## config.mk

```make
export PLATFORM = sky130hd
export DESIGN_NAME = btn_debounce
export DESIGN_NICKNAME = d
export VERILOG_FILES = /design/src/rtl/btn_debounce.sv
export SDC_FILE = /design/constraint.sdc
export NUM_CORES = 1
export LEC_CHECK = 0
export BUFFER_PORTS_ARGS = -buffer_cell sky130_fd_sc_hd__buf_2
export CORE_MARGIN = 3
export CORE_UTILIZATION = 25
export CTS_CLUSTER_SIZE = 40
export DETAILED_ROUTE_END_ITERATION = 8
export SYNTH_ARGS = -nofsm -noshare
export SYNTH_HDL_FRONTEND = slang
export SYNTH_SLANG_ARGS = --single-unit
export TNS_END_PERCENT = 5
```

## constraint.sdc

```tcl
create_clock -name clk -period 2.9 [get_ports clk]
set_input_delay 0.58 -clock clk [delete_from_list [all_inputs] [get_ports clk]]
set_output_delay 0.58 -clock clk [all_outputs]
set_load 0.05 [all_outputs]
```

## src/rtl/btn_debounce.sv

```systemverilog
// btn_debounce: push-button conditioner placed directly in front of the
// button counter. The raw button passes through a two-flop synchronizer.
// A four-state FSM then debounces both edges of the button. It produces
// a registered level, a one-cycle press strobe and a one-cycle release
// strobe.
//
// Optional feature: define BTN_DEBOUNCE_REPEAT_EN to enable auto-repeat.
// With auto-repeat, btnPulse fires again after REPEAT_DELAY held cycles.
// It then fires every REPEAT_PERIOD cycles for as long as the button
// stays held. Without the macro, the repeat parameters are only range
// checked and no repeat hardware exists.
module btn_debounce #(
    parameter int DEBOUNCE_CYCLES = 1000000,
    parameter int REPEAT_DELAY    = 50000000,
    parameter int REPEAT_PERIOD   = 10000000
) (
    input  logic clk,
    input  logic rst,
    input  logic btnIn,
    output logic btnLevel,
    output logic btnPulse,
    output logic btnRelease
);

    localparam int CW = $clog2(DEBOUNCE_CYCLES + 1);
    localparam logic [CW-1:0] CNT_LAST = CW'(DEBOUNCE_CYCLES - 1);

    if (DEBOUNCE_CYCLES < 1 || REPEAT_DELAY < 1 || REPEAT_PERIOD < 1) begin : g_bad_cfg
        $error("btn_debounce: DEBOUNCE_CYCLES, REPEAT_DELAY and REPEAT_PERIOD must be >= 1");
    end

    typedef enum logic [1:0] {
        IDLE         = 2'd0,
        PRESS_WAIT   = 2'd1,
        HELD         = 2'd2,
        RELEASE_WAIT = 2'd3
    } state_t;

    state_t        state, next_state;
    logic          btnMeta, btnSync;
    logic [CW-1:0] cnt, next_cnt;
    logic          press_accept, release_accept;
    logic          repeat_hit;

    // Two-flop synchronizer; only btnSync is visible to the FSM.
    always_ff @(posedge clk) begin
        if (rst) begin
            btnMeta <= 1'b0;
            btnSync <= 1'b0;
        end else begin
            btnMeta <= btnIn;
            btnSync <= btnMeta;
        end
    end

    // State and debounce counter registers.
    always_ff @(posedge clk) begin
        if (rst) begin
            state <= IDLE;
            cnt   <= '0;
        end else begin
            state <= next_state;
            cnt   <= next_cnt;
        end
    end

    // Next-state logic. The counter restarts at every state change and
    // stops at CNT_LAST, so it can never wrap.
    always_comb begin
        next_state     = state;
        next_cnt       = cnt;
        press_accept   = 1'b0;
        release_accept = 1'b0;
        case (state)
            IDLE: begin
                if (btnSync) begin
                    next_state = PRESS_WAIT;
                    next_cnt   = '0;
                end
            end
            PRESS_WAIT: begin
                if (!btnSync) begin
                    next_state = IDLE;
                    next_cnt   = '0;
                end else if (cnt == CNT_LAST) begin
                    next_state   = HELD;
                    next_cnt     = '0;
                    press_accept = 1'b1;
                end else begin
                    next_cnt = cnt + 1'b1;
                end
            end
            HELD: begin
                if (!btnSync) begin
                    next_state = RELEASE_WAIT;
                    next_cnt   = '0;
                end
            end
            RELEASE_WAIT: begin
                if (btnSync) begin
                    next_state = HELD;
                    next_cnt   = '0;
                end else if (cnt == CNT_LAST) begin
                    next_state     = IDLE;
                    next_cnt       = '0;
                    release_accept = 1'b1;
                end else begin
                    next_cnt = cnt + 1'b1;
                end
            end
            default: begin
                next_state = IDLE;
                next_cnt   = '0;
            end
        endcase
    end

`ifdef BTN_DEBOUNCE_REPEAT_EN
    // rcnt holds the HELD cycle index, where the entry cycle is index 0.
    // Once it reaches REPEAT_DELAY, it circulates between REPEAT_DELAY and
    // REPEAT_DELAY+REPEAT_PERIOD-1. The cadence therefore never changes,
    // and the counter never overflows, however long the button is held.
    localparam int RW = $clog2(REPEAT_DELAY + REPEAT_PERIOD + 1);
    localparam logic [RW-1:0] RPT_FIRST = RW'(REPEAT_DELAY);
    localparam logic [RW-1:0] RPT_WRAP  = RW'(REPEAT_DELAY + REPEAT_PERIOD);

    logic [RW-1:0] rcnt;
    logic [RW-1:0] rcnt_inc;
    logic          stay_held;

    assign rcnt_inc   = rcnt + 1'b1;
    assign stay_held  = (state == HELD) && (next_state == HELD);
    assign repeat_hit = stay_held && ((rcnt_inc == RPT_FIRST) || (rcnt_inc == RPT_WRAP));

    // Repeat timer: cleared outside HELD, advances once per held cycle.
    always_ff @(posedge clk) begin
        if (rst || !stay_held) begin
            rcnt <= '0;
        end else if (rcnt_inc == RPT_WRAP) begin
            rcnt <= RPT_FIRST;
        end else begin
            rcnt <= rcnt_inc;
        end
    end
`else
    assign repeat_hit = 1'b0;
`endif

    // Registered outputs. They are derived from the next state, so each
    // strobe appears in the first cycle of the new state.
    always_ff @(posedge clk) begin
        if (rst) begin
            btnLevel   <= 1'b0;
            btnPulse   <= 1'b0;
            btnRelease <= 1'b0;
        end else begin
            btnLevel   <= (next_state == HELD) || (next_state == RELEASE_WAIT);
            btnPulse   <= press_accept | repeat_hit;
            btnRelease <= release_accept;
        end
    end

endmodule

```

==> results, run 1 <==
- The run finished with clean final reports.
- The first detailed-routing pass took 4 iterations.
- The final non-filler cell area is 0.001365 mm².
- The buffer type at the clock tree root is clkbuf_8.
- The deepest level of the CTS H-tree is 1.
- The cell area after synthesis is between 0.001 and 0.0015 mm².
- By area the synthesized netlist is led by dfxtp_1 44%, nor2_1 7.3%, xnor2_1 7.1%, nor4b_1 2.9%, nand3_1 2.4%.
- The setup slack of the worst register-to-register path is 0.85 ns.
- Measured in cells, the most critical reg-to-reg path has a length of 5.
- The first global-routing pass estimated around 4000 µm of wire.
- The number of primary I/O pins is 6.
- After legalization and detailed placement, the total HPWL measured 1508 µm.
- The clock tree skew after final layout is 0.005423 ns.
- The via count of the first global-routing pass is roughly 880.
- The synthesized design spends more area on one cell type than any other, namely dfxtp_1.
- The launch point of the critical path is cnt[7].
- The final hold violation count was 0.
- Using the TritonRoute via totals, the vias-per-cell ratio works out to roughly 4.5.
- For the worst setup path, the data required time is between 3 and 4 ns.
- For this run, the register share of the synthesized area comes to 0.4399.
- The library cell used most frequently in the layout, excluding fill and tap cells, is dfxtp_1.
- At the pin with the least slew margin, the transition time is roughly 0.75 ns.
- The number of antenna diodes in the final layout is 0.
- Setup repair after global routing left no endpoint under its margin.
- The combined area of the multi-input logic cells is between 600 and 700 µm².
- The endpoint identified for the worst register-to-register timing path is cnt[9].
- The count of warnings emitted by yosys is 0.
- In this run the static leakage power is between 0.4 and 0.5 nW.
- The quantity of I/O buffers inserted on ports is 5.
- The number of max-slew violations in the final report is 0.
- At the end of the flow the core is filled with cells to 0.3010.
- The number of flip-flops and latches in the synthesized netlist is 27.
- The remaining number of nets flagged by the antenna check after routing is 0.
- Of all nets on the critical path, the largest fanout is 13.
- The die footprint is just under 0.006 mm².
- The proportion of synthesized flip-flops having asynchronous set or reset is 0.
- The total number of vias is 908.
- Dividing total power by cell area gives a power density of around 440 mW/mm².
- Static timing analysis puts the maximum clock frequency at roughly 0.49 GHz.
- The category of the critical setup timing path is reg2reg.
- The signed area change from the synthesized netlist to the final layout is 11.10%.
- The area after detailed placement is around 0.0013 mm².
- The total routing usage reported by global routing is 0.07956.
- VDD sags by at most between 0.0002 and 0.0003 V.
- The chip height is between 70 and 80 µm.
- The clock passes through at most 2 buffers.
- The clock reaches the later pin of the worst-skew pair after roughly 0.27 ns.
- TritonCTS created 3 clock buffers.
- The final weighted congestion of routability-driven global placement is 0.7893.
- The count of cells resized by post-cts repair is 0.
- The cell row count is 24.
- The initial antenna violation count is 0.
- The tightest min-delay check is of the reg2reg type.
- Clock tree synthesis found a total of 27 sinks.
- The horizontal die dimension is ~76 µm.
- The count of fill cells added during filler insertion is ~480.
- Buffers added to address setup during post-CTS repair amount to 0.
- The hold buffer count at CTS is 0.
- The number of DRC markers after the initial detailed-route iteration is 23.
- The number of flops mapped to enable cells by yosys is 0.
- The most used flip-flop cell after synthesis is dfxtp_1.
- For the finished layout, the period the worst path requires is between 2 and 2.5 ns.
- The top-area cell type share of the netlist area is 0.4399.
- The global route total overflow is 0.
- The worst hold slack after final layout is 0.4414 ns.
- The initial utilization of the core area, before any placement, comes to 0.2710.
- For this run, the post-layout net count is ~140.
- The summed negative setup slack over all endpoints is 0 ns.
- The relative slew slack is 0.5004.
- The critical path ends at cnt[9].
- The final routed wirelength across all metal layers is between 2000 and 2500 µm.
- STA puts the critical path data arrival time at between 2 and 2.5 ns.
- Synthesis produced a netlist with a net count of 136.
- Dividing the final minimum period by the clock period gives 0.7074.
- The max-capacitance violation count is 0.
- The nature of the critical path endpoint is a flip-flop.
- The total of endpoints with negative setup slack in the final report is 0.
- The library cells used most frequently in the layout, excluding fill and tap cells, are 27 x dfxtp_1, 24 x nor2_1, 10 x xnor2_1.
- The startpoint of the most critical register-to-register path is cnt[7].
- The average instance area after synthesis is just over 9 µm².
- The critical path startpoint category is a flip-flop.
- The sequential cells in the finished layout cover a total of between 500 and 600 µm².
- Clock-pin slew was measured on the worst setup and hold paths at ~0.090 ns.
- Entering global routing, the biggest net connects 16 pins.
- The number of distinct standard cells referenced by the synthesized netlist is 37.
- The area of the core is 0.004534 mm².
- The TritonCTS clock tree is built.
- After detailed routing, the average wire length per cell comes to about 11 µm.
- The share of post-route cells with drive strength above 1 is 0.1232.
- In the routed design, unresolved DRC markers number 0.
- Synthesis produced approximately 130 cells.
==> per-stage QoR <==
step	std cells	setup slack, ns	total power [mW]
finish	203	0.8486	0.5982
global route	203	0.6573	0.6203
CTS	203	0.8241	0.6033
detailed placement	199	0.8537	0.3989
global placement	199	0.8882	0.3988
floorplan	132	1.181	0.3955
==> cell usage after synthesis (3+ instances only) <==
library cell	count
nand4_1	3
nand2_1	7
nand3_1	6
xor2_1	3
xnor2_1	10
dfxtp_1	27
nor2_1	24
o21ai_0	3
nor4b_1	4
or4b_1	3
a21oi_1	5
==> registers in the layout, summed over array words and instances (netlist names) <==
register,count
btnPulse,1
cnt,20
btnMeta,1
btnLevel,1
btnSync,1
btnRelease,1
state,2
==> layout make-up <==
| cell class | count | area share |
|---|---|---|
| clock buffer | 4 | 0.03300 |
| inverter | 2 | 0.005500 |
| multi-input combinational | 100 | 0.4876 |
| sequential | 27 | 0.3960 |
| tap | 65 | 0.05958 |
| timing repair buffer | 5 | 0.01833 |
==> worst min-delay path by stage <==
| stage | startpoint | to | slack (ns) | cells after the start |
|---|---|---|---|---|
| 6_report | btnMeta | btnSync | 0.44 | 1 |
| 4_1_cts | btnMeta | btnSync | 0.45 | 1 |
| 5_1_grt | btnMeta | btnSync | 0.46 | 1 |
| 2_1_floorplan | btnMeta | btnSync | 0.41 | 1 |
| 3_3_place_gp | btnMeta | btnSync | 0.42 | 1 |
| 3_5_place_dp | btnMeta | btnSync | 0.43 | 1 |
==> metal layers <==
metal,share of wire,GRT usage,vias up
met5,0,0,-
met3,0.029,0.01418,4
met1,0.50,0.1010,411
met4,0.014,0.03261,0
li1,-,-,478
met2,0.46,0.1330,15
==> power breakdown <==
group          switching, mW  total (mW)  leakage (nW)  internal [mW]
clock network          0.110       0.208        0.0228         0.0983
logic                 0.0115      0.0161         0.214        0.00458
registers            0.00175       0.374         0.218          0.372
==> critical path, cell delays in order (launching register included) <==
cell      delay (ns)
dfxtp_1         0.38
or4b_1          0.55
nor3_2          0.25
a31oi_4         0.18
o21bai_2        0.46
nor2_1          0.10
==> cell families after synthesis <==
logic type | share of synthesized area
muxes | 0.01629
AOI/OAI and AO/OA | 0.09674
DFF | 0.4399
xor gates and xnor gates | 0.1059
buffers and inverters | 0.01834
and+or+nand+nor | 0.3126
adders and majority gates | 0.01018
Power figures use the tool's default switching activity.
==> inputs of run 2 (changes only) <==
clock period = 2 ns   (was 2.9 ns; I/O delays follow)
==> run 2 against run 1 <==
Register-to-register slack worse by 0.67 ns; non-clock buffer count rose by 2; worst setup slack got worse by 0.67 ns; critical path depth did not move; critical endpoint is now btnLevel; largest power group unchanged; utilization rose by 0.66 points; cell count increased by 0.99%; combinational power rose by 84%; fmax grew 13%; sequential cell count unchanged; sequential power rose by 45%; routed wire length rose by 1.4%; worst hold slack lost 0.11 ns.
==> results, run 2 (synthesized netlist as in run 1, its figures left out) <==
- The count of cells resized by post-cts repair is 0.
- Setup total negative slack on the finished layout was measured at 0 ns.
- The post-detailed-placement half-perimeter wirelength is approximately 1600 µm.
- The register with the most flip-flops in the final layout is cnt.
- The critical path goes through or4b_1 > nor3_2 > nand4_1 > mux2i_1 > nor2_1.
- The clock passes through at most 2 buffers.
- Headroom to the max-slew limit came out at 0.5368.
- In this run the horizontal extent of the chip is 76.11 µm.
- The top cell types in the final layout, fill and taps aside, are 26 x dfxtp_1, 24 x nor2_1, 10 x xnor2_1.
- The clock latency on the worst-skew pair is about 0.27 ns.
- The endpoint identified for the worst register-to-register timing path is btnLevel.
- The slew at the pin closest to its max-slew limit is roughly 0.69 ns.
- The category of the critical setup timing path is reg2reg.
- The maximum fanout encountered on the critical timing path is 6.
- In the final routed layout, each cell accounts on average for around 11 µm.
- The total of endpoints with negative setup slack in the final report is 0.
- In this run the critical register-to-register path is launched from cnt[8].
- The total routing usage reported by global routing is 0.08006.
- For the worst flop-to-flop path, the logic depth is 5.
- Once placement completed, the tool counted placed cells totaling roughly 200.
- Measured along the y axis, the die boundary spans roughly 76 µm.
- For this run, the post-layout net count is ~150.
- Setup repair after global routing left no endpoint under its margin.
- The routed layout has 909 vias.
- The count of antenna diodes in the layout is 0.
- The via count of the first global-routing pass came to 840.
- The required time of the critical path is roughly 2.2 ns.
- In the final layout, the registers with the most flip-flops are cnt x20, state x2.
- The first detailed-routing pass took 4 iterations.
- For hold timing, the worst endpoint is btnMeta.
- The startpoint identified for the worst hold timing path is btnIn.
- Based on the critical path, the design can be clocked at up to 0.5486 GHz.
- The maximum number of pins on one net before global-route repair is 16.
- The run finished with clean final reports.
- STA classifies the critical path startpoint as a flip-flop.
- Of the available clock period, the critical path in the final layout requires 0.9113.
- The die footprint is around 0.0058 mm².
- For this configuration, the core starts out at a cell density of 0.2710.
- The final hold violation count is 0.
- In this run the tool buffered the top-level ports with 5 buffer cells.
- The number of primary I/O pins is 6.
- The worst hold slack after final layout is ~0.33 ns.
- In this run the register-to-register setup slack is 0.18 ns.
- The total CTS buffers is 3.
- The worst-case vdd ir drop is slightly above 0.0004 V.
- At the end of routability-driven placement, the weighted congestion stood at 0.8141.
- Leaving out fill and tap cells, the most frequent cell in the layout is dfxtp_1.
- Across the run, the number of max-cap violations was 0.
- The path class of the tightest hold or removal check is in2reg.
- The worst setup path is captured at a flip-flop.
- The initial antenna violation count is 0.
- The region available for standard cell placement spans about 0.0045 mm².
- The final routed wirelength across all metal layers is around 2200 µm.
- The critical-path cell with the highest stage delay is or4b_1.
- The depth of the worst hold-timing path is 2.
- In this run the static leakage power is roughly 0.47 nW.
- The first-pass GRT wire length is between 3000 and 4000 µm.
- The TritonCTS clock tree is built.
- Power spread over the standard cell area amounts to ~620 mW/mm².
- The number of vias per cell is between 4 and 5.
- The biggest cell delay along the critical path is about 0.54 ns.
- The final period demand of the worst path is between 1.5 and 2 ns.
- The signed area change from the synthesized netlist to the final layout is 13.54%.
- The initialized floorplan defines 24 standard-cell rows.
- The global route total overflow is 0.
- Hold repair after CTS inserted 0 buffers.
- The number of max-slew violations in the final report is 0.
- The remaining number of nets flagged by the antenna check after routing is 0.
- For this block, the initial DRC count from the detailed router was 30.
- Counting every sink on the clock net gives 27.
- The register with the most flip-flops in the layout has 20 of them.
- After clock tree synthesis, the clock-pin slew on the worst setup and hold paths is around 0.090 ns.
- The arrival time at the worst endpoint is between 1.5 and 2 ns.
- The buffer type at the clock tree root is clkbuf_8.
- In this run the post-CTS setup repair buffer count came out at 0.
- On the final layout, the worst clock skew is between 0.008 and 0.009 ns.
- The share of post-route cells with drive strength above 1 is 0.1500.
- Excluding fillers, the count of instances in the completed layout stands at roughly 200.
- The remaining routing DRC violations is 0.
- CTS built an H-tree with a depth of 1.
-- run 2: cell count changes in the layout (fill, tap and decap cells not counted) --
cell	change
buf_12	+1
buf_4	+1
clkbuf_1	-1
clkinv_2	+1
dfxtp_1	-1
dfxtp_2	+1
-- run 2: per-layer routing --
metal  vias up  wire (µm)  part of all wire  GRT usage
li1        484          -                 -          -
met1       412       1060              0.49     0.1082
met2        11       1010              0.46     0.1285
met3         2         92             0.042    0.02837
met4         0         11            0.0051   0.005435
met5         -          0                 0          0
-- run 2: critical path: cells and delay by family (launching register included) --
kind          cells  cell delay (ns)
simple gates      4             1.07
mux               1             0.27
flops             1             0.36
-- run 2: cell type report --
cell class	instances	area, µm²
inverter	2	7.507
sequential	27	541.8
tap	65	81.33
multi-input combinational	100	665.6
timing repair buffer	7	52.55
clock buffer	3	41.29
fill	490	3139
clock inverter	1	5.005
-- run 2: where the power goes --
part,total [mW],switching (mW),internal [mW]
Sequential,0.542,0.00260,0.540
Clock,0.299,0.160,0.139
Combinational,0.0297,0.0176,0.0121
Total,0.871,0.180,0.691
-- run 2: through the flow --
stage	setup WS (ns)	util	instance area, µm²	total power [mW]
finish	0.1773	0.3077	1395	0.8712
global route	0.01264	0.3077	1395	0.9078
CTS	0.1580	0.3074	1394	0.8863
detailed placement	0.1822	0.2972	1348	0.5850
global placement	0.2025	0.2972	1348	0.5850
floorplan	0.2807	-	1229	0.5734
-- run 2: worst max path at each step --
stage / startpoint / endpoint / slack, ns / cells past startpoint
after floorplan: cnt[7] / cnt[18] / 0.28 / 6
after global placement: cnt[8] / btnLevel / 0.20 / 5
after detailed placement: cnt[8] / state[1] / 0.18 / 5
after CTS: cnt[8] / btnLevel / 0.16 / 5
after global routing: cnt[8] / state[1] / 0.01 / 5
final: cnt[8] / btnLevel / 0.18 / 5
==> inputs of run 3 (changes only) <==
PLACE_DENSITY = 0.37   (was default)
clock period = 2.25 ns   (was 2 ns; I/O delays follow)
==> run 3 against run 2 <==
Worst hold slack better by 0.050 ns; sequential power shrank 11%; highest routed layer unchanged; cell count is the same; fmax is 3.3% lower.
==> results, run 3 (synthesized netlist as in run 1, its figures left out) <==
- In the final layout, the registers with the most flip-flops are cnt x20, state x2.
- The worst setup path is launched from a flip-flop.
- The maximum fanout encountered on the critical timing path is 13.
- The first-pass GRT wire length is approximately 4600 µm.
- The worst reg2reg path endpoint is cnt[15].
- The clock latency on the worst-skew pair is 0.27 ns.
- The total CTS buffers is 3.
- The setup slack of the worst register-to-register path is 0.36 ns.
- The buffer type at the clock tree root is clkbuf_8.
- In the final layout, flip-flops and latches occupy around 540 µm².
- After global routing the overflow that remains totals 0.
- Including well taps, the total number of placed cells is 201.
- The final critical-path share of the clock period is 0.8379.
- Measured along the x axis, the die boundary spans 76.11 µm.
- The final routed wirelength across all metal layers is about 2600 µm.
- The buffers plus inverters on the worst setup path is 1.
- The HPWL after detailed placement is 1864 µm.
- The TritonCTS clock tree is built.
- In this run the post-CTS setup repair buffer count came out at 0.
- The worst pin sits at a relative slew slack of 0.4962.
- Compared with the post-synthesis result, the final layout area differs by 12.63%.
- The detail route stage leaves a number of antenna-violating nets equal to 0.
- The deepest level of the CTS H-tree is 1.
- The number of DRC markers after the initial detailed-route iteration is 49.
- In the routed design, unresolved DRC markers number 0.
- The initial antenna violation count is 0.
- The worst-case vdd ir drop is about 0.00018 V.
- The total power per unit cell area is between 500 and 600 mW/mm².
- Of the cells placed in the final design, the portion with a size suffix greater than 1 is 0.1429.
- For the worst setup path, the data arrival time is a little over 2 ns.
- The slew at the pin closest to its max-slew limit is between 0.7 and 0.8 ns.
- The clock arrives with 0.002622 ns of skew.
- Setup repair after global routing left no endpoint under its margin.
- The summed negative setup slack over all endpoints is 0 ns.
- The clock slew seen by the registers of the worst setup and hold paths is 0.10 ns.
- The library cells used most frequently in the layout, excluding fill and tap cells, are 27 x dfxtp_1, 24 x nor2_1, 10 x xnor2_1.
- The number of antenna diodes in the final layout is 0.
- The cell row count is 24.
- The first-pass iteration count of the detailed router is 4.
- cnt holds more flip-flops than any other register.
- The clock drives 27 sinks.
- The final net count is 145.
- The number of primary I/O pins is 6.
- Subtracting the final worst setup slack from the clock period gives about 1.9 ns.
- The via count of the first global-routing pass is 977.
- The path class of the tightest hold or removal check is in2reg.
- Measured in cells, the most critical reg-to-reg path has a length of 6.
- Entering global routing, the biggest net connects 17 pins.
- Summing all multi-input logic gate instances after layout gives 665.6 µm².
- The destination of the worst hold path is btnMeta.
- In this run the vertical extent of the chip is about 76 µm.
- The count of cells in the finished layout, fillers not included, comes to around 210.
- After detailed routing, the average wire length per cell comes to 12.72 µm.
- The startpoint of the lowest-slack hold path is btnIn.
- The critical path in this run is classified as reg2reg.
- In this run the standard cell core region covers 0.004534 mm².
- Input and output buffers added on the ports amount to 5.
- The flow ran to the end, and the final reports show no timing, DRC or antenna violations.
- The startpoint of the most critical register-to-register path is cnt[7].
- The biggest cell delay along the critical path is around 0.56 ns.
- The number of max-slew violations in the final report is 0.
- The critical path goes through or4b_1 > nor3_2 > a31oi_4 > o21bai_2 > buf_4 > nor2_1.
- The critical-path cell with the highest stage delay is or4b_1.
- For this run, the top clock speed supported by timing is roughly 0.53 GHz.
- The static leakage power is 0.4634 nW.
- In the global route stage, overall resource usage came out at 0.09759.
- For this design, the CTS-stage hold fixing added 0 buffers.
- The number of gates resized after CTS was 0.
- The flip-flop count of the largest register, all copies and words added is 20.
- The final hold violation count is 0.
- The tool flagged a number of max-cap violations equal to 0.
- The filler cells instantiated in the layout total between 400 and 500.
- In the routed layout, each cell is associated on average with a via count of between 4 and 5.
- The nature of the critical path endpoint is a flip-flop.
- At the worst endpoint, the required time is between 2 and 2.5 ns.
- At the end of routability-driven placement, the weighted congestion stood at around 0.7.
- The most frequent standard cell in the layout excluding fill and tap cells is dfxtp_1.
- The routed layout has about 940 vias.
- The initial cell density of the core is 0.2710.
- The worst hold slack after final layout is approximately 0.38 ns.
- The worst hold path passes through 2 cells.
- The clock passes through at most 2 buffers.
- The category of cells accounting for the largest share of critical-path delay is simple AND/OR/NAND/NOR gates.
- The completed layout was analyzed and its total power is 792.3 µW.
- The die footprint is between 0.005 and 0.006 mm².
- Setup violations remaining at the end of the flow were counted as 0.
[run 3: cell count changes in the layout (fill, tap and decap cells not counted)]
| cell | before | now |
|---|---|---|
| buf_12 | 1 | 0 |
| dfxtp_1 | 26 | 27 |
| clkinv_2 | 1 | 0 |
| clkinvlp_4 | 0 | 1 |
| dfxtp_2 | 1 | 0 |
| buf_4 | 1 | 2 |
[run 3: worst max-delay path by stage]
| stage | start | end | slack [ns] | cells after the start |
|---|---|---|---|---|
| 5_1_grt | cnt[7] | cnt[10] | 0.19 | 6 |
| 6_report | cnt[7] | cnt[15] | 0.36 | 6 |
| 4_1_cts | cnt[7] | cnt[5] | 0.34 | 6 |
| 2_1_floorplan | cnt[7] | cnt[18] | 0.53 | 6 |
| 3_3_place_gp | cnt[7] | cnt[17] | 0.36 | 6 |
| 3_5_place_dp | cnt[7] | cnt[15] | 0.35 | 6 |
[run 3: where the power goes]
| part | switching [mW] | leakage (nW) | internal, mW | total (mW) |
|---|---|---|---|---|
| clock | 0.160 | 0.0217 | 0.126 | 0.286 |
| sequential | 0.00239 | 0.218 | 0.480 | 0.482 |
| combinational | 0.0168 | 0.224 | 0.00756 | 0.0244 |
| total | 0.179 | 0.463 | 0.613 | 0.792 |
[run 3: layout make-up]
cell class / count / area share
multi-input cells: 100 / 0.4810
flip-flops and latches: 27 / 0.3906
well taps: 65 / 0.05877
clock buffers: 3 / 0.02984
repair buffers: 7 / 0.02893
clock inverters: 1 / 0.005425
inverters: 2 / 0.005425
[run 3: per-layer routing]
layer	vias up	wire length (µm)	GRT usage	share of wire
met1	450	1337	0.1217	0.51
met5	-	0	0	0
met2	6	1181	0.1649	0.45
met4	0	42	0.04167	0.016
li1	482	-	-	-
met3	5	46	0.01773	0.018
[run 3: through the flow]
| step | utilization | cell area (µm²) | setup slack (ns) |
|---|---|---|---|
| CTS | 0.3052 | 1384 | 0.3429 |
| finish | 0.3052 | 1384 | 0.3647 |
| floorplan | - | 1229 | 0.5307 |
| global placement | 0.2944 | 1335 | 0.3606 |
| global route | 0.3052 | 1384 | 0.1889 |
| detailed placement | 0.2944 | 1335 | 0.3510 |
